## config.mk

```make
export PLATFORM = sky130hd
export DESIGN_NAME = adder_accumulator
export DESIGN_NICKNAME = d
export VERILOG_FILES = /design/src/rtl/adder_accumulator.sv
export SDC_FILE = /design/constraint.sdc
export NUM_CORES = 1
export LEC_CHECK = 0
export BUFFER_PORTS_ARGS = -buffer_cell sky130_fd_sc_hd__buf_2
export CORE_UTILIZATION = 38
export DETAILED_ROUTE_END_ITERATION = 16
export GPL_ROUTABILITY_DRIVEN = 0
export PLACE_DENSITY = 0.64
export SLEW_MARGIN = 25
export SYNTH_ARGS = -nofsm -noshare
export SYNTH_HDL_FRONTEND = slang
export SYNTH_SLANG_ARGS = --single-unit
```

## constraint.sdc

```tcl
create_clock -name clk -period 3.05 [get_ports clk]
set_input_delay 0.1525 -clock clk [delete_from_list [all_inputs] [get_ports clk]]
set_output_delay 0.1525 -clock clk [all_outputs]
set_load 0.01 [all_outputs]
```

## src/rtl/adder_accumulator.sv

```systemverilog
// Multi-operand accumulator behind the 4-bit adder: sums NUM_OPS operands per result
// with a sticky carry. Define ADDER_ACCUM_SATURATE_EN to clamp s to all ones on overflow.
module adder_accumulator #(
  parameter int WIDTH   = 4,
  parameter int NUM_OPS = 4
) (
  input  logic             clk,
  input  logic             rst,
  input  logic             in_valid,
  output logic             in_ready,
  input  logic [WIDTH-1:0] b,
  input  logic             cin,
  output logic             out_valid,
  input  logic             out_ready,
  output logic [WIDTH-1:0] s,
  output logic             cout,
  output logic [3:0]       op_cnt
);

  typedef enum logic {ACC, HOLD} state_t;

  localparam logic [3:0] LAST_OP = 4'(NUM_OPS - 1);

  state_t           state;
  state_t           state_next;
  logic [WIDTH-1:0] s_next;
  logic             cout_next;
  logic [3:0]       cnt_next;
  logic             first_op;
  logic [WIDTH-1:0] add_a;
  logic             add_cin;
  logic [WIDTH:0]   add_full;

  // The first operand of a result starts from zero, so stale s and cout never leak in.
  always_comb begin
    first_op = (op_cnt == 4'd0);
    add_a    = first_op ? '0 : s;
    add_cin  = first_op & cin;
    add_full = {1'b0, add_a} + {1'b0, b} + {{WIDTH{1'b0}}, add_cin};
  end

  always_comb begin
    state_next = state;
    s_next     = s;
    cout_next  = cout;
    cnt_next   = op_cnt;
    in_ready   = 1'b0;
    out_valid  = 1'b0;
    case (state)
      ACC: begin
        in_ready = 1'b1;
        if (in_valid) begin
          s_next    = add_full[WIDTH-1:0];
          cout_next = first_op ? add_full[WIDTH] : (cout | add_full[WIDTH]);
`ifdef ADDER_ACCUM_SATURATE_EN
          // Sticky carry doubles as the saturation flag for the rest of the result.
          if (cout_next) begin
            s_next = '1;
          end
`endif
          cnt_next = op_cnt + 4'd1;
          if (op_cnt == LAST_OP) begin
            state_next = HOLD;
          end
        end
      end
      HOLD: begin
        out_valid = 1'b1;
        if (out_ready) begin
          state_next = ACC;
          cnt_next   = 4'd0;
        end
      end
      default: begin
        state_next = ACC;
      end
    endcase
  end

  always_ff @(posedge clk) begin
    if (rst) begin
      state  <= ACC;
      s      <= '0;
      cout   <= 1'b0;
      op_cnt <= 4'd0;
    end else begin
      state  <= state_next;
      s      <= s_next;
      cout   <= cout_next;
      op_cnt <= cnt_next;
    end
  end

endmodule

```

# Word-level counts from Yosys, hierarchy flattened
# Cells that the tools add are included.
dict set report word_totals {
  register_bits 10
  in_bits 9
  output_inout_bits 11
  wordCells 27
}
dict set report classes {
  add_sub_neg 3
  n_eq_ne 3
  n_mux 11
  bitwise 3
  reduce_logical 3
}
# operator count
set op_table {}
lappend op_table {{4-bit two-way mux} 3}
lappend op_table {{4-bit one-hot mux with 2 select lines} 1}
lappend op_table {{1-bit two-way mux} 6}
lappend op_table {{4-bit by 4-bit adder with 5-bit output} 1}
lappend op_table {{5-bit by 1-bit adder with 5-bit output} 1}
lappend op_table {{4-bit by 1-bit adder with 4-bit output (second input constant)} 1}
lappend op_table {{4-bit by 2-bit == test with 1-bit output (second input constant)} 1}
lappend op_table {{4-bit logical NOT} 1}
lappend op_table {{2-bit inequality test (second input constant)} 2}
lappend op_table {{2-bit AND reduction} 2}
lappend op_table {{1-bit one-hot mux with 2 select lines} 1}
lappend op_table {{1-bit bitwise AND} 1}
lappend op_table {{1-bit NOT} 1}
lappend op_table {{1-bit bitwise OR} 1}

# Depth between registers and ports, before layout
# Gate-level depths: netlist of run 1.
dict set report logic_depth {
  word_depth 6
  ltp_mapped 10
  ltp_nobuf 10
}

# Least setup slack after synthesis of run 1
# Ideal clock, no wire load.
dict set report synth_path {
  path_type {reg-to-reg}
  startpoint {reg op_cnt[0]}
  endpoint {reg s[1]}
  setup_time_ns 0.079
  arrival_ns 2.180
  required_ns 2.971
  setup_slack_ns 0.790
  stages_incl_launch_ff 9
  path_buffers 0
  synth_period_minus_slack_ns 2.260
  path_cell_list {dfxtp_1 -> inv_1 -> ha_1 -> or3b_4 -> and2_1 -> fa_1 -> inv_1 -> fa_1 -> a211oi_2}
}
dict set report synth_via {
  elab_chain_len 4
  elab_cells_between_ends 5
  cone_classes {2 x add/sub; 1 x mux; 1 x bitwise; 1 x reduce/logical}
}
# element line_no
set synth_lines {}
lappend synth_lines {{start: declaration} 17} ;# output logic [3:0] op_cnt
lappend synth_lines {{start signal: assignment} 90} ;# op_cnt <= cnt_next;
lappend synth_lines {{4-bit logical NOT *} 36} ;# first_op = (op_cnt == 4'd0);
lappend synth_lines {{4-bit two-way mux} 37} ;# add_a = first_op ? '0 : s;
lappend synth_lines {{4-bit by 4-bit adder with 5-bit output} 39} ;# add_full = {1'b0, add_a} + {1'b0, b} + {{WIDTH{1'b0}}, add_cin};
lappend synth_lines {{5-bit by 1-bit adder with 5-bit output *} 39}
lappend synth_lines {{end signal: assignment} 88} ;# s <= s_next;
lappend synth_lines {{end: declaration} 15} ;# output logic [WIDTH-1:0] s,
# Mark *: on every way between the ends. The rest lies on a longest branch, timed or not.
# A chain may end at the register's enable or synchronous reset.

# Final worst setup path of run 1
# Same ends and word-level chain as after synthesis.

==> results of run 1 <==
==> where the power goes <==
| part | internal (µW) | total [µW] | switching, µW |
|---|---|---|---|
| Sequential | 138 | 145 | 7.08 |
| Combinational | 31.1 | 66.9 | 35.8 |
| Clock | 72.6 | 118 | 45.6 |
==> state kept, by name, summed over array words and instances, names as in the netlist <==
signal	cells
cout	1
op_cnt	4
s	4
state	1
==> placed cells by master (no fill, tap or decap) <==
cell | synthesis | final
clkbuf_4 | 0 | 3
inv_1 | 6 | 6
clkbuf_8 | 0 | 1
or2_2 | 1 | 1
nand2_1 | 7 | 7
o21ai_1 | 1 | 1
ha_1 | 5 | 5
a211oi_1 | 1 | 1
nor2_1 | 6 | 6
a41oi_1 | 1 | 1
o221ai_2 | 1 | 1
nor2b_2 | 1 | 1
nand3b_1 | 1 | 1
nor2b_1 | 2 | 2
nand3_1 | 2 | 2
dfxtp_1 | 10 | 10
xnor2_1 | 1 | 1
a21oi_1 | 9 | 9
and3_1 | 1 | 1
nand4_1 | 2 | 2
or3b_4 | 1 | 1
o21ai_0 | 3 | 3
and3b_1 | 1 | 1
a2111o_1 | 1 | 1
buf_2 | 0 | 19
fa_1 | 2 | 2
a211oi_2 | 1 | 1
nand2b_1 | 1 | 1
or3_1 | 1 | 1
and2_1 | 3 | 3
and2b_4 | 1 | 1
==> final cells by class <==
class                           instances  share of cell area [%]
Multi-Input combinational cell         57                    52.0
Sequential cell                        10                    25.7
Timing Repair Buffer                   19                    12.2
Clock buffer                            4                    4.65
Inverter                                6                    2.89
Tap cell                               16                    2.57
==> cell families (layout without fill, tap and decap cells) <==
logic type,after synthesis,count (layout),share of synthesized area [%]
fa+ha+maj,7,7,16.0
xor+xnor,1,1,1.37
simple gates,31,31,27.2
compound gates,18,18,18.8
buf+inv,8,29,5.28
flops,10,10,31.3
==> worst paths after layout <==
check,end,slack (ns)
worst max-delay path,s[1],0.70
worst min register to register,s[2],0.48
worst min-delay path,state,0.21
worst max register to register,s[1],0.70
==> cells in the mapped netlist (all sizes together) <==
| cell | count |
|---|---|
| clkbuf | 1 |
| xnor2 | 1 |
| ha | 5 |
| nand2 | 7 |
| nor2b | 3 |
| a41oi | 1 |
| buf | 1 |
| fa | 2 |
| and2b | 1 |
| a2111o | 1 |
| dfxtp | 10 |
| and3 | 1 |
| inv | 6 |
| or2 | 1 |
| nand3b | 1 |
| a21oi | 9 |
| a211oi | 2 |
| and3b | 1 |
| and2 | 3 |
| o221ai | 1 |
| or3b | 1 |
| nor2 | 6 |
| nand4 | 2 |
| nand2b | 1 |
| nand3 | 2 |
| or3 | 1 |
| o21ai | 4 |
==> layer usage <==
layer | share of wire (%) | wire (µm) | vias up | global-route usage [%]
met2 | 46 | 604 | 12 | 25.8
li1 | - | - | 303 | -
met4 | 0.84 | 11 | 0 | 5.45
met1 | 47 | 614 | 266 | 17.5
met3 | 6.3 | 83 | 2 | 7.66
met5 | 0 | 0 | - | 0
==> metrics by stage <==
| stage | area (µm²) | power, µW |
|---|---|---|
| after floorplan | 639 | 193 |
| after global placement | 743 | 213 |
| after detailed placement | 743 | 215 |
| after CTS | 779 | 334 |
| after global routing | 779 | 349 |
| final | 779 | 331 |
==> impl_results.md, run 1 <==
- Area delta synth->final: 21.9%
- Post-DP HPWL: about 1.0 mm
- Launching point of the worst reg2reg path: op_cnt[0]
- Pwr/cell area: 424 mW/mm²
- Hold Buf Count CTS: 0
- Max Clk Rate: 426 MHz
- Max Root-Sink Buffers: 2
- Area leader, netlist: dfxtp_1
- Core Footprint: 0.00154 mm²
- Slowest CP cell: fa_1
- CP cell instances: inv_1 -> ha_1 -> or3b_4 -> and2_1 -> fa_1 -> inv_1 -> fa_1 -> a211oi_2
- Worst reg-to-reg path cell count: 8
- Clock Skews: 0.00196 ns
- Crit Path Class: flip-flop to flip-flop
- Post-CTS Setup Inserts: 0
- Worst setup SP type: flip-flop
- Root Driver: clkbuf_4
- Largest net degree at the start of global routing: 13
- GRT Total Usage: ~16%
- Antenna Nets Post-Route: 0
- PnR worst setup slack: 0.702 ns
- CTS Buf Count: 3
- Fin crit period: 2.35 ns
- Final Max Tran Viols: 0
- Pleak: 0.000366 µW
- Hold Crit Start: rst
- Worst min-delay path class: input port to flip-flop
- Initial Util: 41.5%
- Cells after Synth: 75
- Multi-input combinational cell area: 405 µm²
- Die area: 0.00185 mm²
- Top cell type's share of synthesized area: 31.3%
- Final setup fails: 0
- Post_cts resized: 0
- Drt first pass iters: 5
- Yosys cell types: 30
- Syn nets: 91
- FF/Latch Area: 200 µm²
- Max cap viols: 0
- CTS Sinks: 10
- Fraction of layout cells with a size suffix above 1: between 30% and 40%
- Slew Limit Headroom: 75.4%
- CP bufs+invs: 2
- Crit path capture type: flip-flop
- Vias in the first global route: 535
- Drc violations: 0
- Total of fill cells in the finished design: 151
- Port Buffer Count: 19
- Yosys reg bits: 10
- Avg Cell Area, Syn: between 8 and 9 µm²
- Slowest Stage Delay on Critical Path: 0.42 ns
- Row cnt: 14
- Top cells by area, synth: dfxtp_1 31%, ha_1 9.8%, a21oi_1 7.0%, fa_1 6.3%, nand2_1 4.1%
- Worst vdd ir: roughly 0.29 mV
- WHS: 0.206 ns
- Via count: 583
- TNS Setup: 0 ns
- Gr ovfl total: 0
- Synth Warn #: 0
- Clock-pin transition on the worst setup and hold timing paths: 0.06 ns
- Tcrit/Tclk final: 77.0%
- Final #Nets: 113
- Pre-CTS WS: 0.728 ns
- Drt wl/cell: 11.7 µm
- Non-Filler Instances: 112
- Crit Path Max Fanout: 6
- Vias/cell: 5.21
- WP data arrival: 2.54 ns
- Final WL: 1.31 mm
- Clk Latency, worst-skew pair: 0.27 ns
- Chip Height: 43.0 µm
- Core Util, Final: 50.6%
- Worst path top cell family by delay: adder cells
- DIE WIDTH: about 43 µm
- CTS HTree Levels: 1
- CTS tree: done
- WP depth: 8
- Hold Crit Depth: 2
- Placed Cells: about 110
- Final Hold Fails: 0
- RSZ-0062 raised after global routing: false
- Iter 0 DRT Violations: 10
- I/O pins: 20
- Global-route wire length before repair: ~2.1 mm
- CP startpoint: op_cnt[0]
- Worst path required time: 3.24 ns
- Status: finished clean
- Initial antenna violation count: 0
- Tightest Pin Transition: 0.367 ns
- Mapped Area: 639 µm²
- Register area share after synthesis: 31.3%
- Antenna diodes: 0
(Power assumes the default switching activity.)
==> inputs of run 2 (changes only) <==
Clock period 3.05 ns to 2.45 ns, I/O delays scaled along.
==> run 2 against run 1 <==
Clock skew decreased by 0.00068 ns; critical path depth unchanged; register-to-register slack got worse by 0.58 ns; fmax increased by 0.86%; wire length unchanged; largest power group unchanged; flip-flop and latch count unchanged.
==> impl_results.md, run 2 (same netlist as run 1, synthesis figures left out) <==
- Biggest regs: op_cnt: 4 flops, s: 4 flops
- Post-DP HPWL: 1.00 mm
- Row cnt: 14
- DIE WIDTH: 43.0 µm
- Initial antenna violation count: 0
- Vias/cell: 5.29
- Final #Nets: 113
- Gr ovfl total: 0
- TNS Setup: 0 ns
- CTS tree: done
- CTS HTree Levels: 1
- Pwr/cell area: between 500 and 600 mW/mm²
- Worst path required time: ~2.6 ns
- CTS Buf Count: 3
- GRT Total Usage: 15.7%
- Crit Path Class: flip-flop to flip-flop
- Fin crit period: 2.33 ns
- Drt first pass iters: 4
- Max cap viols: 0
- Tightest Pin Transition: 0.368 ns
- Launching point of the worst reg2reg path: op_cnt[1]
- Antenna Nets Post-Route: 0
- Worst setup SP type: flip-flop
- Vias in the first global route: about 540
- Slew Limit Headroom: 75.4%
- Final setup fails: 0
- Clock Skews: 0.00128 ns
- Tcrit/Tclk final: approximately 95%
- Antenna diodes: 0
- WP data arrival: 2.52 ns
- Via count: 593
- Core Util, Final: 50.6%
- Drc violations: 0
- I/O pins: 20
- CP startpoint: op_cnt[1]
- Iter 0 DRT Violations: 12
- Most frequent cells in the layout: 19 x buf_2, 9 x a21oi_1, 9 x dfxtp_1, 7 x nand2_1
- Hold Crit Start: rst
- Max Root-Sink Buffers: 2
- Die area: around 0.0019 mm²
- RSZ-0062 raised after global routing: false
- Largest net degree at the start of global routing: 13
- Crit path capture type: flip-flop
- Global-route wire length before repair: 2.12 mm
- Clk Latency, worst-skew pair: 0.27 ns
- Most common cell after layout, fill and taps aside: buf_2
- Drt wl/cell: 11.7 µm
- Pleak: 0.000367 µW
- Max Clk Rate: between 400 and 500 MHz
- CTS Sinks: 10
- Final Hold Fails: 0
- Crit Path Max Fanout: 6
- Worst vdd ir: between 0.3 and 0.4 mV
- Final WL: between 1 and 1.5 mm
- Area delta synth->final: 22.1%
- Initial Util: 41.5%
- Status: finished clean
- Worst min-delay path class: input port to flip-flop
- Chip Height: between 40 and 50 µm
- Clock-pin transition on the worst setup and hold timing paths: about 0.06 ns
- Port Buffer Count: 19
- Root Driver: clkbuf_4
- Final Max Tran Viols: 0
- Core Footprint: 0.00154 mm²
- Fraction of layout cells with a size suffix above 1: ~31%
- Hold Buf Count CTS: 0
## run 2: cell counts in the layout (fill, tap and decap cells not counted)
Identical to the previous run, type by type.
## run 2: stage by stage
step           setup slack (ns)  hold slack, ns  power (µW)  area (µm²)  cells
2_1_floorplan             0.190           0.301         240         639     75
5_1_grt                  0.0288           0.178         435         781    112
3_3_place_gp              0.185           0.452         266         743    108
4_1_cts                  0.0936           0.174         416         779    112
3_5_place_dp              0.128           0.451         268         743    108
6_report                  0.122           0.178         412         781    112
## run 2: worst paths after layout
kind / depth (start not counted) / end / slack [ns]
max reg2reg: 8 / s[1] / 0.12
min: 2 / state / 0.18
max: 8 / s[1] / 0.12
min reg2reg: 2 / s[2] / 0.48
## run 2: power by group
| part | internal (µW) | switching [µW] | leakage (µW) |
|---|---|---|---|
| Clock | 90.3 | 56.5 | 0.0000210 |
| Combinational | 38.7 | 44.6 | 0.000263 |
| Sequential | 173 | 8.80 | 0.0000821 |
| Total | 302 | 110 | 0.000367 |
## run 2: area by class of cell
| class | count | area, µm² |
|---|---|---|
| tap | 16 | 20.0 |
| sequential | 10 | 201 |
| fill | 151 | 761 |
| clock buffer | 4 | 36.3 |
| multi-input combinational | 57 | 405 |
| timing repair buffer | 19 | 95.1 |
| inverter | 6 | 22.5 |
## run 2: worst max-delay path: stages (launching register included)
cell	delay [ns]
dfxtp_1	0.36
inv_1	0.08
ha_1	0.15
or3b_4	0.40
and2_1	0.19
fa_1	0.40
inv_1	0.08
fa_1	0.42
a211oi_2	0.18
## run 2: metal layers
layer	up-vias	global-route usage (%)	share of wire (%)
li1	303	-	-
met1	274	17.5	47
met2	14	25.8	46
met3	2	7.66	6.3
met4	0	5.45	0.84
met5	-	0	0
## run 2: repair_timing
action / in CTS / in global routing
gates resized for setup: 0 / 1
setup buffers: 0 / 0
endpoints found under the setup margin: 0 / 1
==> inputs of run 3 (changes only) <==
--- a/config.mk
+++ b/config.mk
@@ -10,5 +10,5 @@
 export DETAILED_ROUTE_END_ITERATION = 16
 export GPL_ROUTABILITY_DRIVEN = 0
-export PLACE_DENSITY = 0.64
+export PLACE_DENSITY_LB_ADDON = 0.15
 export SLEW_MARGIN = 25
 export SYNTH_ARGS = -nofsm -noshare
==> constraint.sdc (replaced) <==
create_clock -name clk -period 2.45 [get_ports clk]
set_input_delay 0.1225 -clock clk [delete_from_list [all_inputs] [get_ports clk]]
set_output_delay 0.1225 -clock clk [all_outputs]
set_load 0.005 [all_outputs]
==> run 3 against run 2 <==
Non-clock buffer count did not move; utilization fell by 0.65 points; wire length did not move; total power fell by 10%; global-route usage rose by 0.69 points; critical path type unchanged; largest cell class unchanged.
==> impl_results.md, run 3 (same netlist as run 1, synthesis figures left out) <==
- Largest net degree at the start of global routing: 13
- WHS: 0.191 ns
- Most used routing layer: met2
- Most common cell after layout, fill and taps aside: buf_2
- Global-route wire length before repair: 2.24 mm
- Worst path required time: 2.63 ns
- Vias in the first global route: about 530
- Antenna diodes: 0
- DIE WIDTH: between 40 and 50 µm
- Final #Nets: 113
- Pleak: 0.000358 µW
- Clock-pin transition on the worst setup and hold timing paths: 0.06 ns
- Final WL: ~1.3 mm
- Core Footprint: approximately 0.0015 mm²
- Row cnt: 14
- Worst min-delay path class: input port to flip-flop
- Via count: roughly 570
- Area delta synth->final: 20.5%
- Met1 track demand over resource: between 20% and 30%
- Most frequent cells in the layout: 19 x buf_2, 10 x dfxtp_1, 9 x a21oi_1, 7 x nand2_1
- I/O pins: 20
- Final setup fails: 0
- Placed Cells: between 100 and 150
- Final Hold Fails: 0
- GRT met2 Usage: 23.0%
- Post-DP HPWL: 1.05 mm
- Max Clk Rate: 430 MHz
- CTS HTree Levels: 1
- Initial Util: 41.5%
- Drc violations: 0
- Drt first pass iters: 3
- Biggest regs: op_cnt: 4 flops, s: 4 flops
- Root Driver: clkbuf_4
- Vias/cell: ~5.2
- Worst setup SP type: flip-flop
- Max cap viols: 0
- GRT met3 Usage: 6.81%
- Non-Filler Instances: between 100 and 150
- Crit Path Class: flip-flop to flip-flop
- Worst vdd ir: 0.321 mV
- Tcrit/Tclk final: 94.9%
- Crit Path Max Fanout: 6
- WP data arrival: 2.51 ns
- Tightest Pin Transition: 0.347 ns
- Chip Height: 43.0 µm
- Crit path capture type: flip-flop
- Core Util, Final: 50.0%
- Initial antenna violation count: 0
- GRT Total Usage: 16.4%
- Gr ovfl total: 0
- Total of fill cells in the finished design: ~170
- Clock Skews: 0.00221 ns
- Iter 0 DRT Violations: 4
- Max Root-Sink Buffers: 2
- Slew Limit Headroom: roughly three quarters
- CTS Sinks: 10
- Final Max Tran Viols: 0
- CTS Buf Count: 3
- Antenna Nets Post-Route: 0
- Port Buffer Count: 19
- Status: finished clean
- Pwr/cell area: about 480 mW/mm²
- RSZ-0062 raised after global routing: false
- CTS tree: done
- Fin crit period: 2.32 ns
- TNS Setup: 0 ns
- Clk Latency, worst-skew pair: roughly 0.26 ns
- Fraction of layout cells with a size suffix above 1: 31.6%
- Drt wl/cell: 11.8 µm
- Die area: about 0.0019 mm²
## run 3: changes by cell type in the layout (fill, tap and decap cells not counted)
cell      previous run  this run
fa_1                 2         0
fa_2                 0         2
clkbuf_8             1         0
dfxtp_1              9        10
dfxtp_2              1         0
## run 3: routing by layer
metal | wire length, µm | vias to the layer above
met5 | 0 | -
met4 | 28 | 0
met3 | 80 | 5
met2 | 529 | 13
met1 | 675 | 252
li1 | - | 302
## run 3: metrics by stage
stage	power [µW]	area (µm²)	worst slack [ns]
final	369	771	0.126
after global placement	263	743	0.184
after CTS	375	766	0.0766
after global routing	394	771	0.0353
after floorplan	237	639	0.217
after detailed placement	264	743	0.0959
## run 3: final timing paths
| kind | start | slack [ns] | depth (start not counted) | end |
|---|---|---|---|---|
| max | op_cnt[0] | 0.13 | 8 | s[1] |
| min reg2reg | s[2] | 0.47 | 2 | s[2] |
| max reg2reg | op_cnt[0] | 0.13 | 8 | s[1] |
| min | rst | 0.19 | 2 | s[1] |
## run 3: cell type report
class / count / area [µm²] / area share (%)
inverters: 6 / 22.5 / 2.92
well taps: 16 / 20.0 / 2.60
repair buffers: 19 / 95.1 / 12.3
clock buffers: 3 / 22.5 / 2.92
flip-flops and latches: 10 / 200 / 26.0
multi-input cells: 57 / 410 / 53.2
## run 3: what timing repair did
item | CTS | global route
endpoints found under the hold margin | 0 | 0
gates resized for setup | 0 | 2
hold buffers | 0 | 0
setup buffers | 0 | 0
setup endpoints to repair | 0 | 3
## run 3: critical path, stage by stage (launching register included)
cell and delay (ns):
dfxtp_1 0.35, inv_1 0.10, ha_1 0.15, or3b_4 0.40, and2_1 0.19, fa_2 0.36, inv_1 0.08, fa_2 0.43
a211oi_2 0.18
## run 3: where the power goes
group,switching (µW),internal (µW)
Sequential,8.55,172
Clock,51.3,56.5
Combinational,41.1,39.5
